`src/rtl/muldiv_pkg.sv`:
```
// Shared definitions for the RV32M multiply/divide controller:
// funct3 op encodings, FSM state encoding, default operand width and
// operand-signedness helpers.
package muldiv_pkg;

  localparam int unsigned XLEN_DEFAULT = 32;

  typedef enum logic [2:0] {
    OP_MUL    = 3'b000,
    OP_MULH   = 3'b001,
    OP_MULHSU = 3'b010,
    OP_MULHU  = 3'b011,
    OP_DIV    = 3'b100,
    OP_DIVU   = 3'b101,
    OP_REM    = 3'b110,
    OP_REMU   = 3'b111
  } op_e;

  typedef enum logic [1:0] {
    S_IDLE = 2'd0,
    S_CALC = 2'd1,
    S_DONE = 2'd2
  } state_e;

  function automatic logic is_div_op(op_e op);
    return op inside {OP_DIV, OP_DIVU, OP_REM, OP_REMU};
  endfunction

  function automatic logic is_rem_op(op_e op);
    return op inside {OP_REM, OP_REMU};
  endfunction

  // rs1 is treated as signed; MUL's low half is sign-agnostic so it rides along
  function automatic logic a_is_signed(op_e op);
    return op inside {OP_MUL, OP_MULH, OP_MULHSU, OP_DIV, OP_REM};
  endfunction

  // rs2 is treated as signed (MULHSU takes rs2 unsigned)
  function automatic logic b_is_signed(op_e op);
    return op inside {OP_MUL, OP_MULH, OP_DIV, OP_REM};
  endfunction

endpackage

```
`src/rtl/muldiv_if.sv`:
```
// Request/response handshake bundle for muldiv_ctrl.
// master: request producer / result consumer; slave: the controller.
interface muldiv_if #(
  parameter int unsigned XLEN = muldiv_pkg::XLEN_DEFAULT
);
  logic            req_valid;
  logic            req_ready;
  logic [2:0]      req_op;
  logic [XLEN-1:0] req_a;
  logic [XLEN-1:0] req_b;
  logic            resp_valid;
  logic            resp_ready;
  logic [XLEN-1:0] resp_data;

  modport master (
    output req_valid, req_op, req_a, req_b, resp_ready,
    input  req_ready, resp_valid, resp_data
  );

  modport slave (
    input  req_valid, req_op, req_a, req_b, resp_ready,
    output req_ready, resp_valid, resp_data
  );
endinterface

```
`src/rtl/muldiv_step.sv`:
```
// One-bit iteration step on the shared 2*XLEN accumulator.
// Multiply: acc = {partial, multiplier}; conditional add then shift right.
// Divide (only when MULDIV_DIV_EN is defined): acc = {remainder, quotient};
// shift left then restoring subtract of the divisor.
module muldiv_step
  import muldiv_pkg::*;
#(
  parameter int unsigned XLEN = XLEN_DEFAULT
) (
  input  logic [2*XLEN-1:0] acc_i,
  input  logic [XLEN-1:0]   b_i,
`ifdef MULDIV_DIV_EN
  input  logic              div_i,
`endif
  output logic [2*XLEN-1:0] acc_o
);

  logic [XLEN:0] mul_sum;
`ifdef MULDIV_DIV_EN
  logic [XLEN:0] rem_sh;
  logic [XLEN:0] diff;
`endif

  // next accumulator value for one iteration
  always_comb begin
    mul_sum = {1'b0, acc_i[2*XLEN-1:XLEN]} + (acc_i[0] ? {1'b0, b_i} : '0);
    acc_o   = {mul_sum, acc_i[XLEN-1:1]};
`ifdef MULDIV_DIV_EN
    // remainder < divisor holds each step, so the shifted remainder fits XLEN+1 bits
    rem_sh = acc_i[2*XLEN-1:XLEN-1];
    diff   = rem_sh - {1'b0, b_i};
    if (div_i) begin
      if (!diff[XLEN]) begin
        acc_o = {diff[XLEN-1:0], acc_i[XLEN-2:0], 1'b1};
      end else begin
        acc_o = {rem_sh[XLEN-1:0], acc_i[XLEN-2:0], 1'b0};
      end
    end
`endif
  end

endmodule

```
`src/rtl/muldiv_ctrl.sv`:
```
// RV32M iterative multiply/divide controller, one bit per cycle.
// FSM IDLE -> CALC -> DONE -> IDLE; operands are latched as magnitudes and
// the sign is restored on the final CALC cycle.
// Optional feature macro: MULDIV_DIV_EN (division support). Without it,
// division ops complete one edge after accept with a zero result.
module muldiv_ctrl
  import muldiv_pkg::*;
#(
  parameter int unsigned XLEN = XLEN_DEFAULT
) (
  input  logic     clk,
  input  logic     rst,
  input  logic     flush,
  muldiv_if.slave  bus,
  output logic     busy
);

  localparam int unsigned CW = (XLEN > 1) ? $clog2(XLEN) : 1;

  state_e            state_q, state_d;
  logic [CW-1:0]     cnt_q, cnt_d;
  logic [2*XLEN-1:0] acc_q, acc_d;
  logic [XLEN-1:0]   b_q, b_d;
  op_e               op_q, op_d;
  logic              neg_q, neg_d;
  logic [XLEN-1:0]   data_q, data_d;

  op_e               req_op;
  logic              a_sgn, b_sgn;
  logic [XLEN-1:0]   a_mag, b_mag;
  logic [2*XLEN-1:0] acc_step;
  logic [2*XLEN-1:0] prod_fix;
  logic [XLEN-1:0]   result_fix;

  // decode incoming request into operand magnitudes and sign bits
  always_comb begin
    req_op = op_e'(bus.req_op);
    a_sgn  = a_is_signed(req_op) & bus.req_a[XLEN-1];
    b_sgn  = b_is_signed(req_op) & bus.req_b[XLEN-1];
    a_mag  = a_sgn ? -bus.req_a : bus.req_a;
    b_mag  = b_sgn ? -bus.req_b : bus.req_b;
  end

  muldiv_step #(.XLEN(XLEN)) u_step (
    .acc_i (acc_q),
    .b_i   (b_q),
`ifdef MULDIV_DIV_EN
    .div_i (is_div_op(op_q)),
`endif
    .acc_o (acc_step)
  );

  // sign fix-up and result selection applied to the last iteration's output
  always_comb begin
    prod_fix   = neg_q ? -acc_step : acc_step;
    result_fix = '0;
    case (op_q)
      OP_MUL:                       result_fix = prod_fix[XLEN-1:0];
      OP_MULH, OP_MULHSU, OP_MULHU: result_fix = prod_fix[2*XLEN-1:XLEN];
`ifdef MULDIV_DIV_EN
      OP_DIV, OP_DIVU: result_fix = neg_q ? -acc_step[XLEN-1:0] : acc_step[XLEN-1:0];
      OP_REM, OP_REMU: result_fix = neg_q ? -acc_step[2*XLEN-1:XLEN] : acc_step[2*XLEN-1:XLEN];
`endif
      default:                      result_fix = '0;
    endcase
  end

  // next-state, iteration counter and datapath register updates
  always_comb begin
    state_d = state_q;
    cnt_d   = cnt_q;
    acc_d   = acc_q;
    b_d     = b_q;
    op_d    = op_q;
    neg_d   = neg_q;
    data_d  = data_q;
    if (flush) begin
      state_d = S_IDLE;
    end else begin
      case (state_q)
        S_IDLE: begin
          if (bus.req_valid) begin
            op_d    = req_op;
            neg_d   = is_rem_op(req_op) ? a_sgn : (a_sgn ^ b_sgn);
            acc_d   = {{XLEN{1'b0}}, a_mag};
            b_d     = b_mag;
            cnt_d   = '0;
            state_d = S_CALC;
            if (is_div_op(req_op)) begin
`ifdef MULDIV_DIV_EN
              if (bus.req_b == '0) begin
                data_d  = is_rem_op(req_op) ? bus.req_a : '1;
                state_d = S_DONE;
              end else if (a_is_signed(req_op) && (bus.req_a == {1'b1, {(XLEN-1){1'b0}}})
                           && (bus.req_b == '1)) begin
                data_d  = is_rem_op(req_op) ? '0 : bus.req_a;
                state_d = S_DONE;
              end
`else
              data_d  = '0;
              state_d = S_DONE;
`endif
            end
          end
        end
        S_CALC: begin
          acc_d = acc_step;
          cnt_d = cnt_q + 1'b1;
          if (cnt_q == CW'(XLEN - 1)) begin
            cnt_d   = '0;
            data_d  = result_fix;
            state_d = S_DONE;
          end
        end
        S_DONE: begin
          if (bus.resp_ready) begin
            state_d = S_IDLE;
          end
        end
        default: state_d = S_IDLE;
      endcase
    end
  end

  // state and datapath registers
  always_ff @(posedge clk or posedge rst) begin
    if (rst) begin
      state_q <= S_IDLE;
      cnt_q   <= '0;
      acc_q   <= '0;
      b_q     <= '0;
      op_q    <= OP_MUL;
      neg_q   <= 1'b0;
      data_q  <= '0;
    end else begin
      state_q <= state_d;
      cnt_q   <= cnt_d;
      acc_q   <= acc_d;
      b_q     <= b_d;
      op_q    <= op_d;
      neg_q   <= neg_d;
      data_q  <= data_d;
    end
  end

  assign bus.req_ready  = (state_q == S_IDLE);
  assign bus.resp_valid = (state_q == S_DONE);
  assign bus.resp_data  = data_q;
  assign busy           = (state_q != S_IDLE);

endmodule

```
`src/flat_wrapper.sv`:
```
// flat-port wrapper written by rule: the top's interface ports become plain ports
module muldiv_ctrl_flat import muldiv_pkg::*;
#(
  parameter int unsigned XLEN = XLEN_DEFAULT
)
  (clk, rst, flush, busy, bus_req_valid, bus_req_op, bus_req_a, bus_req_b, bus_resp_ready, bus_req_ready, bus_resp_valid, bus_resp_data);
  muldiv_if #(.XLEN(XLEN)) bus_i ();
  input  logic clk;
  input  logic rst;
  input  logic flush;
  output logic busy;
  input wire logic [$bits(bus_i.req_valid)-1:0] bus_req_valid;
  input wire logic [$bits(bus_i.req_op)-1:0] bus_req_op;
  input wire logic [$bits(bus_i.req_a)-1:0] bus_req_a;
  input wire logic [$bits(bus_i.req_b)-1:0] bus_req_b;
  input wire logic [$bits(bus_i.resp_ready)-1:0] bus_resp_ready;
  output wire logic [$bits(bus_i.req_ready)-1:0] bus_req_ready;
  output wire logic [$bits(bus_i.resp_valid)-1:0] bus_resp_valid;
  output wire logic [$bits(bus_i.resp_data)-1:0] bus_resp_data;
  assign bus_i.req_valid = bus_req_valid;
  assign bus_i.req_op = bus_req_op;
  assign bus_i.req_a = bus_req_a;
  assign bus_i.req_b = bus_req_b;
  assign bus_i.resp_ready = bus_resp_ready;
  assign bus_req_ready = bus_i.req_ready;
  assign bus_resp_valid = bus_i.resp_valid;
  assign bus_resp_data = bus_i.resp_data;
  muldiv_ctrl #(.XLEN(XLEN)) u_core (.clk(clk), .rst(rst), .flush(flush), .bus(bus_i), .busy(busy));
endmodule
```
`config.mk`:
```
export PLATFORM = sky130hd
export DESIGN_NAME = muldiv_ctrl_flat
export DESIGN_NICKNAME = d
export VERILOG_FILES = /design/src/rtl/muldiv_pkg.sv /design/src/rtl/muldiv_if.sv /design/src/rtl/muldiv_step.sv /design/src/rtl/muldiv_ctrl.sv /design/src/flat_wrapper.sv
export SDC_FILE = /design/constraint.sdc
export NUM_CORES = 1
export LEC_CHECK = 0
export CORE_ASPECT_RATIO = 1.4
export CORE_MARGIN = 4
export CORE_UTILIZATION = 50
export CTS_BUF_LIST = sky130_fd_sc_hd__clkbuf_8
export DETAILED_ROUTE_END_ITERATION = 7
export GPL_ROUTABILITY_DRIVEN = 0
export PLACE_DENSITY = 0.72
export SETUP_SLACK_MARGIN = 0.5
export SYNTH_ARGS = -nofsm -noshare
export SYNTH_HDL_FRONTEND = slang
export SYNTH_SLANG_ARGS = --single-unit
```
`constraint.sdc`:
```
create_clock -name clk -period 9.49 [get_ports clk]
set_clock_uncertainty 0.2 [all_clocks]
set_input_delay 1.898 -clock clk [delete_from_list [all_inputs] [get_ports clk]]
set_output_delay 1.898 -clock clk [all_outputs]
set_load 0.02 [all_outputs]
```
==> results.json <==
{
  "run_status": "complete, no violations",
  "hp-class": "reg2reg",
  "antenna_found_initial": 0,
  "critical_path_arrival_ps": 5350,
  "numClockSinks": 139,
  "max-vdd-ir-drop_uv": 93.1,
  "global_route.overflow_total": 0,
  "vias_in_the_first_global_route": 9460,
  "worstSetupPathType": "reg2reg",
  "regToRegStartpoint": "u_core.acc_q[0]",
  "power.static_leakage_nw": 5.09,
  "wirelength_mm": 28.3,
  "track_usage_pct": 24.8,
  "ctsHoldBuffers": 0,
  "fin_setup_tns_ps": 0,
  "r2r_end": "u_core.bus.resp_data[31]",
  "final.fill_count": 1948,
  "multiInputGateArea_um2": 6610,
  "synth_top_area_share_pct": 33.5,
  "synth_edf_count": 0,
  "antenna_violating_nets_post_route": 0,
  "max_slew_margin_pct": 20.6,
  "final_net_count": 1457,
  "die-area_um2": 23200,
  "h_tree_levels": 4,
  "synth_area_um2": 10400,
  "seq_area_um2": 3480,
  "postSynth.topFlopCell": "sky130_fd_sc_hd__dfrtp_1",
  "layout.cells.most_common": "sky130_fd_sc_hd__nand2_1",
  "die_width_um": 130,
  "number_of_drc_markers_in_iteration_0": 651,
  "gate_count_post_synth": 1281,
  "start_kind": "flop",
  "worst-path-max-fanout": 33,
  "area_growth_syn_to_layout_pct": 15.6,
  "path_common_cell": "sky130_fd_sc_hd__xnor2_1",
  "p_per_area_nw_per_um2": 161,
  "most-common-layout-cells": "sky130_fd_sc_hd__nand2_1 (197), sky130_fd_sc_hd__o21ai_0 (139), sky130_fd_sc_hd__dfrtp_1 (138)",
  "path_buf_inv": 0,
  "drcViolationCount": 0,
  "clk_latency_ps": 460,
  "cts_resized": 0,
  "timing.critical_path.depth": 13,
  "asyncSetResetFlopFracSynth_pct": 100,
  "detailedPlacementHpwl_mm": 21.0,
  "detail_route.wl_per_cell_um": 17.5,
  "hold_viol_final": 0,
  "synth_cell_types": 68,
  "hold-path-cell-count": 2,
  "netlist.top_cell.by_area": "sky130_fd_sc_hd__dfrtp_1",
  "rows": 62,
  "timing.critical_path.from": "u_core.acc_q[0]",
  "path_cells": "and2_1 > ha_1 > fa_1 > a211o_1 > a221o_1 > a21oi_1 > xnor2_1 > o21bai_1 > nor4b_2 > nand4_1 > o41ai_1 > xnor2_1 > o21ai_1",
  "count_of_placed_standard_cells_including_taps": 1584,
  "number_of_max_capacitance_violations_reported": 0,
  "fin_max_slew_vios": 0,
  "vias_per_instance": 5.98,
  "timing_worst_slew_pin_value_ps": 1190,
  "pin_count_of_the_biggest_net_entering_global_routing": 95,
  "grt_pass1_wl_mm": 46.9,
  "height_of_the_die_um": 179,
  "drive_gt1_share_pct": 5.44,
  "worst_setup_path_end_kind": "flop",
  "setup_repair_after_global_routing_missed_its_margin": "no",
  "cpLargestDelayFamily": "compound AO/OA/AOI/OAI gates",
  "setup_slack_reg_to_reg_ps": 4260,
  "yosysWarnings": 0,
  "cts_buffer_depth": 2,
  "syn-num-nets": 1391,
  "portBuffers": 106,
  "tritoncts.num_buffers": 17,
  "reg2regPathDepth": 13,
  "synth.area.top_cells": "sky130_fd_sc_hd__dfrtp_1 (33%), sky130_fd_sc_hd__nand2_1 (7.1%), sky130_fd_sc_hd__o21ai_0 (6.7%)",
  "timing.critical_path.slowest_cell_delay_ps": 690,
  "initial_core_util_pct": 50.8,
  "tritoncts": "yes",
  "clock_transition_at_the_register_clock_pins_on_the_worst_setup_and_hold_paths_after_cts_ps": 90,
  "drt-pass1-iter-count": 5,
  "min_from": "u_core.b_q[8]",
  "root_buffer": "sky130_fd_sc_hd__clkbuf_8",
  "post-route-min-period_ps": 5230,
  "final.period_utilization_pct": 55.1,
  "antenna-diode-count": 0,
  "post-cts-setup-buffers": 0,
  "postSynthRegisterBits": 139,
  "cp_slowest_cell": "sky130_fd_sc_hd__dfrtp_1",
  "critical_path_required_ps": 9610,
  "worstSetupEndpoint": "u_core.bus.resp_data[31]",
  "io_pins": 107,
  "route.vias.total": 9670,
  "core_region_area_um2": 20500,
  "fmax_ghz": 0.191,
  "post_synth.cell_area_avg_um2": 8.11,
  "post_layout_nonfiller_instances": 1616,
  "ys_seq_area_share_pct": 33.5,
  "setup_violations": 0
}
[Yosys cell counts, drive strengths merged, types with 6 or more instances]
cell type,number
or3,16
o22ai,15
clkbuf,63
nor2,83
o221ai,20
a211oi,9
nand2,197
and3,6
o31ai,28
dfrtp,139
o41ai,13
a21o,8
inv,20
or4,11
xor2,79
or2,9
nand2b,14
nand4,8
ha,37
and2,40
a22o,31
nor3,27
nand3,25
a21oi,89
o21ai,146
nor2b,8
xnor2,59
nor4,9
[final cells by class]
type / instances / share of cell area [%]
well taps: 256 / 2.67
inverters: 20 / 0.666
flip-flops and latches: 139 / 29.0
multi-input cells: 1054 / 55.0
clock inverters: 15 / 1.36
clock buffers: 17 / 1.95
repair buffers: 115 / 9.39
[cell families (layout without fill, tap and decap cells)]
logic type      Yosys count  in the layout  synth area share [%]
compound gates          406            406                  24.9
xor+xnor                138            138                  11.6
fa+ha+maj                38             38                  4.65
buf+inv                  88            167                  3.18
flops                   139            139                  33.5
mux                       6              6                 0.602
simple gates            466            466                  21.6
[routing by layer]
layer | GRT usage (%) | vias to the layer above | part of all wire, %
li1 | - | 4753 | -
met1 | 32.5 | 4593 | 43
met2 | 41.7 | 273 | 49
met3 | 2.85 | 51 | 4.7
met4 | 9.97 | 0 | 3.3
met5 | 0 | - | 0
[flip-flops by register name, indices dropped and copies added, names as in the netlist]
signal	count
u_core.cnt_q	5
u_core.acc_q	64
u_core.op_q	3
u_core.neg_q	1
u_core.b_q	32
u_core.bus.resp_data	32
u_core.state_q	2
[report_power, final]
group          switching [W]  internal [W]
Sequential         0.0000875      0.000671
Clock               0.000253      0.000237
Combinational       0.000413      0.000268
Total               0.000754       0.00118
[worst min-delay path by stage]
stage / endpoint / slack, ps
after detailed placement: u_core.b_q[18] / 270
after floorplan: u_core.b_q[27] / 240
after CTS: u_core.b_q[8] / 290
after global routing: u_core.b_q[26] / 310
final: u_core.b_q[8] / 280
after global placement: u_core.b_q[20] / 260
[worst reg2reg max path: cells and delay by family, from the launching register on]
kind                     cells  cell delay, ps
flip-flops                   1             690
XOR/XNOR                     2             400
AND/OR/NAND/NOR              3            1100
AO/OA/AOI/OAI                6            2040
adder cells (fa/ha/maj)      2             640
[through the flow]
step / total power [W] / hold slack [ps] / instance area, um2 / setup slack [ps] / util (%)
floorplan: 0.00125 / 242 / 10400 / 3670 / -
finish: 0.00193 / 285 / 12000 / 4260 / 58.7
global placement: 0.00142 / 260 / 11600 / 3920 / 56.7
detailed placement: 0.00144 / 267 / 11600 / 3880 / 56.7
CTS: 0.00193 / 288 / 12000 / 4240 / 58.7
global route: 0.00206 / 310 / 12000 / 3760 / 58.7
No activity file was read; power rests on OpenSTA's default activity.
